--- src/rtl/ray_pkg.sv ---
// Shared types and default widths for the ray dispatch front end.
package ray_pkg;

    localparam int DEFAULT_POSITION_WIDTH = 16;
    localparam int DEFAULT_ADDRESS_WIDTH  = 32;

    typedef enum logic [1:0] {
        IDLE     = 2'd0,
        DISPATCH = 2'd1,
        DRAIN    = 2'd2
    } dispatch_state_t;

    // Three-component vector, x in the least significant bits.
    typedef struct packed {
        logic [DEFAULT_POSITION_WIDTH-1:0] z;
        logic [DEFAULT_POSITION_WIDTH-1:0] y;
        logic [DEFAULT_POSITION_WIDTH-1:0] x;
    } position_t;

endpackage

--- src/rtl/round_robin_picker.sv ---
// Picks the first requesting unit at or after the pointer, wrapping around.
module round_robin_picker #(
    parameter int NUM_UNITS     = 4,
    parameter int POINTER_WIDTH = (NUM_UNITS > 1) ? $clog2(NUM_UNITS) : 1
) (
    input  logic [NUM_UNITS-1:0]     request,
    input  logic [POINTER_WIDTH-1:0] pointer,
    output logic [NUM_UNITS-1:0]     grant,
    output logic                     valid
);

    logic [NUM_UNITS-1:0] masked;

    // Prefer requests at or above the pointer; fall back to the lowest request overall.
    always_comb begin
        masked = '0;
        grant  = '0;
        for (int i = 0; i < NUM_UNITS; i++) begin
            masked[i] = request[i] && (i >= int'(pointer));
        end
        for (int i = NUM_UNITS - 1; i >= 0; i--) begin
            if (request[i]) begin
                grant    = '0;
                grant[i] = 1'b1;
            end
        end
        if (masked != '0) begin
            for (int i = NUM_UNITS - 1; i >= 0; i--) begin
                if (masked[i]) begin
                    grant    = '0;
                    grant[i] = 1'b1;
                end
            end
        end
        valid = (request != '0);
    end

endmodule

--- src/rtl/ray_dispatcher.sv ---
// Walks a frame pixel by pixel and hands each primary ray to a free ray unit.
module ray_dispatcher
    import ray_pkg::*;
#(
    parameter int POSITION_WIDTH = DEFAULT_POSITION_WIDTH,
    parameter int ADDRESS_WIDTH  = DEFAULT_ADDRESS_WIDTH,
    parameter int NUM_UNITS      = 4,
    parameter int DIM_WIDTH      = 10,
    parameter int PIXEL_BYTES    = 4
) (
    input  logic                                          clock,
    input  logic                                          reset,
    input  logic                                          frameStart,
    input  logic [DIM_WIDTH-1:0]                          width,
    input  logic [DIM_WIDTH-1:0]                          height,
    input  logic [ADDRESS_WIDTH-1:0]                      frameAddress,
    input  logic [3*POSITION_WIDTH-1:0]                   cameraQ,
    input  logic [3*POSITION_WIDTH-1:0]                   dirOrigin,
    input  logic [3*POSITION_WIDTH-1:0]                   dirStepX,
    input  logic [3*POSITION_WIDTH-1:0]                   dirStepY,
    input  logic [NUM_UNITS-1:0]                          unitBusy,
    output logic [NUM_UNITS-1:0]                          unitStart,
    output logic [3*POSITION_WIDTH-1:0]                   rayQ,
    output logic [NUM_UNITS-1:0][3*POSITION_WIDTH-1:0]    rayV,
    output logic [NUM_UNITS-1:0][ADDRESS_WIDTH-1:0]       pixelAddress,
    output logic                                          frameBusy,
    output logic                                          frameDone
);

    localparam int POINTER_WIDTH = (NUM_UNITS > 1) ? $clog2(NUM_UNITS) : 1;
    localparam int VW            = 3 * POSITION_WIDTH;

    dispatch_state_t state, state_next;

    logic [DIM_WIDTH-1:0]     x, y, width_r, height_r;
    logic [ADDRESS_WIDTH-1:0] addr;
    logic [VW-1:0]            cur_v, row_v, step_x, step_y;
    logic [POINTER_WIDTH-1:0] pointer, grant_index;
    logic [NUM_UNITS-1:0]     request, grant;
    logic                     grant_valid, issue, start_frame, done_next;
    logic                     row_end, last_pixel;

    function automatic logic [VW-1:0] vec_add(input logic [VW-1:0] a, input logic [VW-1:0] b);
        logic [VW-1:0] r;
        for (int c = 0; c < 3; c++) begin
            r[c*POSITION_WIDTH +: POSITION_WIDTH] =
                a[c*POSITION_WIDTH +: POSITION_WIDTH] + b[c*POSITION_WIDTH +: POSITION_WIDTH];
        end
        return r;
    endfunction

    // A unit pulsed last cycle has not raised busy yet, so it counts as taken.
    assign request    = ~unitBusy & ~unitStart;
    assign row_end    = (x == width_r - DIM_WIDTH'(1));
    assign last_pixel = row_end && (y == height_r - DIM_WIDTH'(1));
    assign frameBusy  = (state != IDLE);

    round_robin_picker #(
        .NUM_UNITS     (NUM_UNITS),
        .POINTER_WIDTH (POINTER_WIDTH)
    ) picker (
        .request (request),
        .pointer (pointer),
        .grant   (grant),
        .valid   (grant_valid)
    );

    always_comb begin
        grant_index = '0;
        for (int i = 0; i < NUM_UNITS; i++) begin
            if (grant[i]) grant_index = POINTER_WIDTH'(i);
        end
    end

    always_comb begin
        state_next  = state;
        done_next   = 1'b0;
        issue       = 1'b0;
        start_frame = 1'b0;
        unique case (state)
            IDLE: begin
                if (frameStart) begin
                    if (width != '0 && height != '0) begin
                        start_frame = 1'b1;
                        state_next  = DISPATCH;
                    end else begin
                        done_next = 1'b1;
                    end
                end
            end
            DISPATCH: begin
                if (grant_valid) begin
                    issue = 1'b1;
                    if (last_pixel) state_next = DRAIN;
                end
            end
            DRAIN: begin
                if (unitBusy == '0 && unitStart == '0) begin
                    done_next  = 1'b1;
                    state_next = IDLE;
                end
            end
            default: state_next = IDLE;
        endcase
    end

    // At a row end the next row starts from the row base advanced by one y step.
    always_ff @(posedge clock) begin
        if (reset) begin
            state        <= IDLE;
            unitStart    <= '0;
            frameDone    <= 1'b0;
            pointer      <= '0;
            x            <= '0;
            y            <= '0;
            width_r      <= '0;
            height_r     <= '0;
            addr         <= '0;
            cur_v        <= '0;
            row_v        <= '0;
            step_x       <= '0;
            step_y       <= '0;
            rayQ         <= '0;
            rayV         <= '0;
            pixelAddress <= '0;
        end else begin
            state     <= state_next;
            frameDone <= done_next;
            unitStart <= issue ? grant : '0;
            if (start_frame) begin
                width_r  <= width;
                height_r <= height;
                rayQ     <= cameraQ;
                step_x   <= dirStepX;
                step_y   <= dirStepY;
                cur_v    <= dirOrigin;
                row_v    <= dirOrigin;
                addr     <= frameAddress;
                x        <= '0;
                y        <= '0;
            end
            if (issue) begin
                for (int i = 0; i < NUM_UNITS; i++) begin
                    if (grant[i]) begin
                        rayV[i]         <= cur_v;
                        pixelAddress[i] <= addr;
                    end
                end
                pointer <= (grant_index == POINTER_WIDTH'(NUM_UNITS - 1)) ? '0 : grant_index + POINTER_WIDTH'(1);
                addr    <= addr + ADDRESS_WIDTH'(PIXEL_BYTES);
                if (row_end) begin
                    x     <= '0;
                    y     <= y + DIM_WIDTH'(1);
                    row_v <= vec_add(row_v, step_y);
                    cur_v <= vec_add(row_v, step_y);
                end else begin
                    x     <= x + DIM_WIDTH'(1);
                    cur_v <= vec_add(cur_v, step_x);
                end
            end
        end
    end

endmodule

--- config.mk ---
export PLATFORM = sky130hd
export DESIGN_NAME = ray_dispatcher
export DESIGN_NICKNAME = d
export VERILOG_FILES = /design/src/rtl/ray_pkg.sv /design/src/rtl/round_robin_picker.sv /design/src/rtl/ray_dispatcher.sv
export SDC_FILE = /design/constraint.sdc
export NUM_CORES = 2
export LEC_CHECK = 0
export CAP_MARGIN = 10
export CORE_MARGIN = 2
export CORE_UTILIZATION = 35
export DETAILED_ROUTE_END_ITERATION = 12
export HOLD_SLACK_MARGIN = 0.08
export SYNTH_ARGS = -nofsm -noshare
export SYNTH_HDL_FRONTEND = slang
export SYNTH_SLANG_ARGS = --single-unit
--- constraint.sdc ---
create_clock -name clock -period 4 [get_ports clock]
set_clock_uncertainty 0.2 [all_clocks]
set_input_delay 0.8 -clock clock [delete_from_list [all_inputs] [get_ports clock]]
set_output_delay 0.8 -clock clock [all_outputs]
set_load 0.03 [all_outputs]
* Word-level counts from Yosys, hierarchy flattened
Index checks and enable logic that the tools add are counted.
** Storage, ports and cells
- Flip-flop bits (word level) :: 641
- Input port bits :: 251
- Output and inout bits :: 374
- Logic and storage cells :: 114
** Cells by class
- Eq/ne operators :: 10
- Add/subtract/negate cells :: 12
- Muxes and demuxes :: 42
- Reduce and logical (&&, ||, !) cells :: 21
- Bitwise gates (word level) :: 4
- Magnitude comparators :: 3
** Operators with widths (number)
- $mux W48 :: 6
- $add A16 B16 Y16 :: 6
- $mux W32 :: 2
- $mux W10 :: 6
- $mux W4 :: 9
- $add A32 B3 Y32 const B :: 1
- $add A10 B1 Y10 const B :: 2
- $eq A10 B10 Y1 :: 2
- $reduce_bool A10 Y1 :: 2
- $sub A10 B1 Y10 const B :: 2
- $mux W2 :: 8
- $ne A2 B2 Y1 const B :: 5
- $mux W1 :: 9
- $logic_not A4 Y1 :: 2
- $not A4 Y4 :: 2
- $reduce_and A2 Y1 :: 4
- $reduce_bool A4 Y1 :: 2
- $logic_and A1 B1 Y1 :: 6
- $pmux W2 S3 :: 1
- $reduce_and A5 Y1 :: 1
- $and A4 B4 Y4 :: 1
- $eq A2 B2 Y1 const B :: 2
- $ge A1 B2 Y1 const A :: 2
- $reduce_bool A2 Y1 :: 2
- 7 further kinds :: 7

* Logic depth before layout (Yosys ltp)
- Depth after elaboration :: 16
- Depth in mapped cells :: 14
- Depth with buffers taken out :: 12

* Hierarchy
Synthesis repeated with hierarchy kept, for this count alone.
** Unflattened totals
- Cell total of the unflattened synthesis :: 3699
- Area, all modules :: 28408.5 µm²
** Modules (own cells, without submodules)
- ray_dispatcher :: cells each 3681, instances 1, area an instance 28294.6 µm², sequential area each 12832.3 µm²
- round_robin_picker :: cells each 18, instances 1, area an instance 113.9 µm², sequential area each 0.0 µm²

* Worst setup path after synthesis
OpenSTA, ideal clock, no wires.
- Kind :: in2reg
- From :: in width[5]
- To :: reg addr[14]
- Path buffers :: 2
- Data required time :: 3672 ps
- Arrival time :: 2732 ps
- Setup slack :: 941 ps
- Stages on the path :: 7
- Setup time :: 128 ps
- Path through :: or4_1 -> o41ai_1 -> nor3_1 -> clkbuf_1 -> buf_1 -> a222oi_1 -> nor2_1
** On the way
- Word-level cells in the longest chain between the ends :: 6
** Ends and longest elaborated chain
- start: declaration :: RTL line ray_dispatcher.sv:14 : input logic [DIM_WIDTH-1:0] width,
- $reduce_bool A10 Y1 :: RTL line ray_dispatcher.sv:83 : if (width != '0 && height != '0) begin
- $logic_and A1 B1 Y1 :: RTL line ray_dispatcher.sv:83
- $mux W1 :: RTL line ray_dispatcher.sv:83
- $mux W1 :: RTL line ray_dispatcher.sv:82 : if (frameStart) begin
- $mux W1 :: RTL line ray_dispatcher.sv:80 : unique case (state)
- $reduce_bool A2 Y1 (no source line)
- end signal: assignment :: RTL line ray_dispatcher.sv:138 : addr <= frameAddress;
- end signal: assignment :: RTL line ray_dispatcher.sv:150 : addr <= addr + ADDRESS_WIDTH'(PIXEL_BYTES);
- end: declaration :: RTL line ray_dispatcher.sv:36 : logic [ADDRESS_WIDTH-1:0] addr;
No other way between the ends.
A chain may end at the register's enable or synchronous reset.

* Worst setup path in the final report
- From :: reg width_r[0]
- To :: reg cur_v[13]
** On the way
- Word-level cells in the longest chain between the ends :: 4
** Ends and longest elaborated chain
- start: declaration :: RTL line ray_dispatcher.sv:35 : logic [DIM_WIDTH-1:0] x, y, width_r, height_r;
- start signal: assignment :: RTL line ray_dispatcher.sv:131 : width_r <= width;
- $sub A10 B1 Y10 :: RTL line ray_dispatcher.sv:54 : assign row_end = (x == width_r - DIM_WIDTH'(1));
- $eq A10 B10 Y1 :: RTL line ray_dispatcher.sv:54
- $mux W48 :: RTL line ray_dispatcher.sv:151 : if (row_end) begin
- $mux W48 :: RTL line ray_dispatcher.sv:142 : if (issue) begin
- end signal: assignment :: RTL line ray_dispatcher.sv:136 : cur_v <= dirOrigin;
- end signal: assignment :: RTL line ray_dispatcher.sv:155 : cur_v <= vec_add(row_v, step_y);
- end signal: assignment :: RTL line ray_dispatcher.sv:158 : cur_v <= vec_add(cur_v, step_x);
- end: declaration :: RTL line ray_dispatcher.sv:37 : logic [VW-1:0] cur_v, row_v, step_x, step_y;
No other way between the ends.

==> impl_metrics.ini <==
[routing]
ant_nets = 0
wl_per_cell_um = 20.5
drtIter0Drc = 2197
vias = 27800
drt_pass1_iterations = 6
route.detailed.drc = 0
viasPerCell = 5.22
finalWirelength_mm = 109

[finish]
fin_nets = 4558
area_growth_pct = 35.7
fillers = 7902
stdcell_count = 5333
finish.utilization_pct = 47.8
drive_above_1_share_pct = 5.70

[cts]
clkTransAtPathRegs_ns = 0.06
h-tree-depth = 3
cts_buffer_depth = 3
cts_tree = done
cts_root_buffer = clkbuf_16
clk_latency_ns = 0.62
cts_resized = 0
cts_hold_buf = 0
numCtsBuffers = 75
cts_sinks = 641
cts_setup_buffers = 0

[power_and_ir_drop]
p_int_mw = 11.7
p_comb_share_pct = 13.8
swShare_pct = 27.9
clock_power_share_pct = 43.1
p_sw_mw = 4.51
p_per_area_nw_per_um2 = 422
p_leak_nw = 13.9
peakVddDrop_uv = 286
power.total_mw = 16.2
seqPwrFrac_pct = 43.1

[grt]
antenna_found_initial = 13
first_global_vias = 25600
track_usage_pct = 25.1
grt_max_degree = 160
overflow = 0
grt_pass1_wl_mm = 160

[sta]
period_share_pct = 92.3
fin_ws_ns = 0.308
setup_viol = 0
hold_viol = 0
fin_tns_setup_ns = 0
worst_pin_slew_ns = 1.15
max_slew_margin_pct = 23.4
max_freq_ghz = 0.271
period_minus_slack_ns = 3.69
rsz0062_at_grt = false
drv_slew = 0

[placement]
pre_cts_slack_ns = 0.186
placed_cells = 5189
hpwl_mm = 79.0
gp_congestion = 0.893
portBuffers = 624

[synthesis]
ys_async_sr_fraction_pct = 0
synth_area_leader_cell = dfxtp_1
yosysUniqueCellTypes = 74
syn_area_per_cell_um2 = 7.69
synth-seq-cells = 641
synth_top_cells_by_area = dfxtp_1 (45%), nand2_1 (15%), a21oi_1 (11%)
synthAdderAreaFrac_pct = 4.63
synth_top_family_by_area = simple AND/OR/NAND/NOR gates
ys_top_cells_by_count = nand2_1 (1161), dfxtp_1 (641), a21oi_1 (620)
synth_enable_flop_cells = 0
seq_area_frac_synth_pct = 45.4
syn_area_um2 = 28300
synth_most_common_cell = nand2_1
ys_warn_count = 0
synth_flop_cell = dfxtp_1
synth.area.mux_share_pct = 0.212
synth_fp_nets = 4026
synth_top_area_share_pct = 45.4
synthSimpleGateAreaFrac_pct = 22.4
synthCells = 3674
synth-compound-area-share_pct = 19.9
synth-xor-area-share_pct = 3.43

[setup_path]
path_class = reg -> reg
worstSetupEndpointType = flop
critPathRequiredTime_ns = 4.32
cp.arrival_ns = 4.01
cp-start-kind = flop
critPathMaxFanout = 30

[job]
drv_cap = 0

[die]
die_y_um = 288
die_width_um = 288
die_area_um2 = 83100
initial_utilization_pct = 35.2
coreArea_um2 = 80300
num_rows = 104
ios = 625

[outcome]
outcome = completed

[min_path]
min_path_type = reg -> reg
## area by class of cell
class | count | area (um^2) | area share [%]
timing repair buffer | 707 | 7150 | 18.6
antenna | 7 | 17.5 | 0.0457
multi-input combinational | 2739 | 14400 | 37.5
clock inverter | 18 | 189 | 0.493
inverter | 42 | 158 | 0.411
clock buffer | 119 | 2310 | 6.03
tap | 1060 | 1330 | 3.46
sequential | 641 | 12800 | 33.5
## path summary, 6_finish.rpt
check	from	to	slack (ns)	cells past startpoint
max	width_r[0]	cur_v[13]	0.31	12
min	rayQ[2]	rayQ[2]	0.25	2
max reg2reg	width_r[0]	cur_v[13]	0.31	12
min reg2reg	rayQ[2]	rayQ[2]	0.25	2
## power by group through the flow
| stage | registers, mW | logic, mW | clock network [mW] |
|---|---|---|---|
| after floorplan | 7.09 | 1.18 | 0 |
| after global placement | 7.12 | 2.21 | 0 |
| after detailed placement | 7.12 | 2.22 | 0 |
| after CTS | 6.98 | 2.23 | 7.12 |
| after global routing | 7.01 | 2.42 | 7.36 |
| final | 6.98 | 2.23 | 6.97 |
## registers in the layout (all words and copies together), names as in the netlist, 10 cells and up
name and count:
addr 32, cur_v 48, height_r 10, pixelAddress 128, rayQ 48, rayV 192
row_v 48, step_x 48, step_y 48, width_r 10, x 10, y 10
## cell usage in the layout (no fill, tap or decap), types with 23 or more instances in the layout
cell                n
clkbuf_8           23
clkdlybuf4s50_1   623
a211oi_1           49
nor2_1            159
buf_4              61
o21ai_0           110
nor3_1             37
inv_1              42
nand3_1            39
xor2_1             48
a21oi_1           620
ha_1               95
clkbuf_16          77
and3_1             32
dfxtp_1           641
a311oi_1           33
xnor2_1            61
nand2_1          1161
a31oi_1            30
## metrics by stage
| stage | hold slack, ns | instance area, um^2 |
|---|---|---|
| 2_1_floorplan | 0.240 | 28300 |
| 5_1_grt | 0.263 | 38400 |
| 4_1_cts | 0.253 | 38300 |
| 6_report | 0.251 | 38400 |
| 3_5_place_dp | 0.246 | 35800 |
| 3_3_place_gp | 0.241 | 35800 |
## kinds of logic after synthesis
family | after synthesis
AND/OR/NAND/NOR | 1543
buffers and inverters | 294
adder cells (fa/ha/maj) | 101
AO/OA/AOI/OAI | 979
multiplexers | 6
flip-flops | 641
XOR/XNOR | 110
## critical path, stage by stage, from the launching register on
cell and delay (ns):
dfxtp_1 0.47, inv_1 0.08, ha_1 0.31, nor2b_1 0.17, o311ai_1 0.29, nand3b_1 0.17
nor4_1 0.29, nand2_1 0.16, buf_4 0.31, a2111oi_0 0.56, buf_4 0.23, a211oi_1 0.05
a311oi_1 0.29
## metal layers
metal	up-vias	track usage (%)	wire, um	part of all wire (%)
li1	13600	-	-	-
met1	13200	32.2	46000	42
met2	854	42.7	52900	48
met3	176	4.71	7020	6.4
met4	14	7.59	3130	2.9
met5	-	0	83	0.076
No activity file was read; power rests on OpenSTA's default activity.
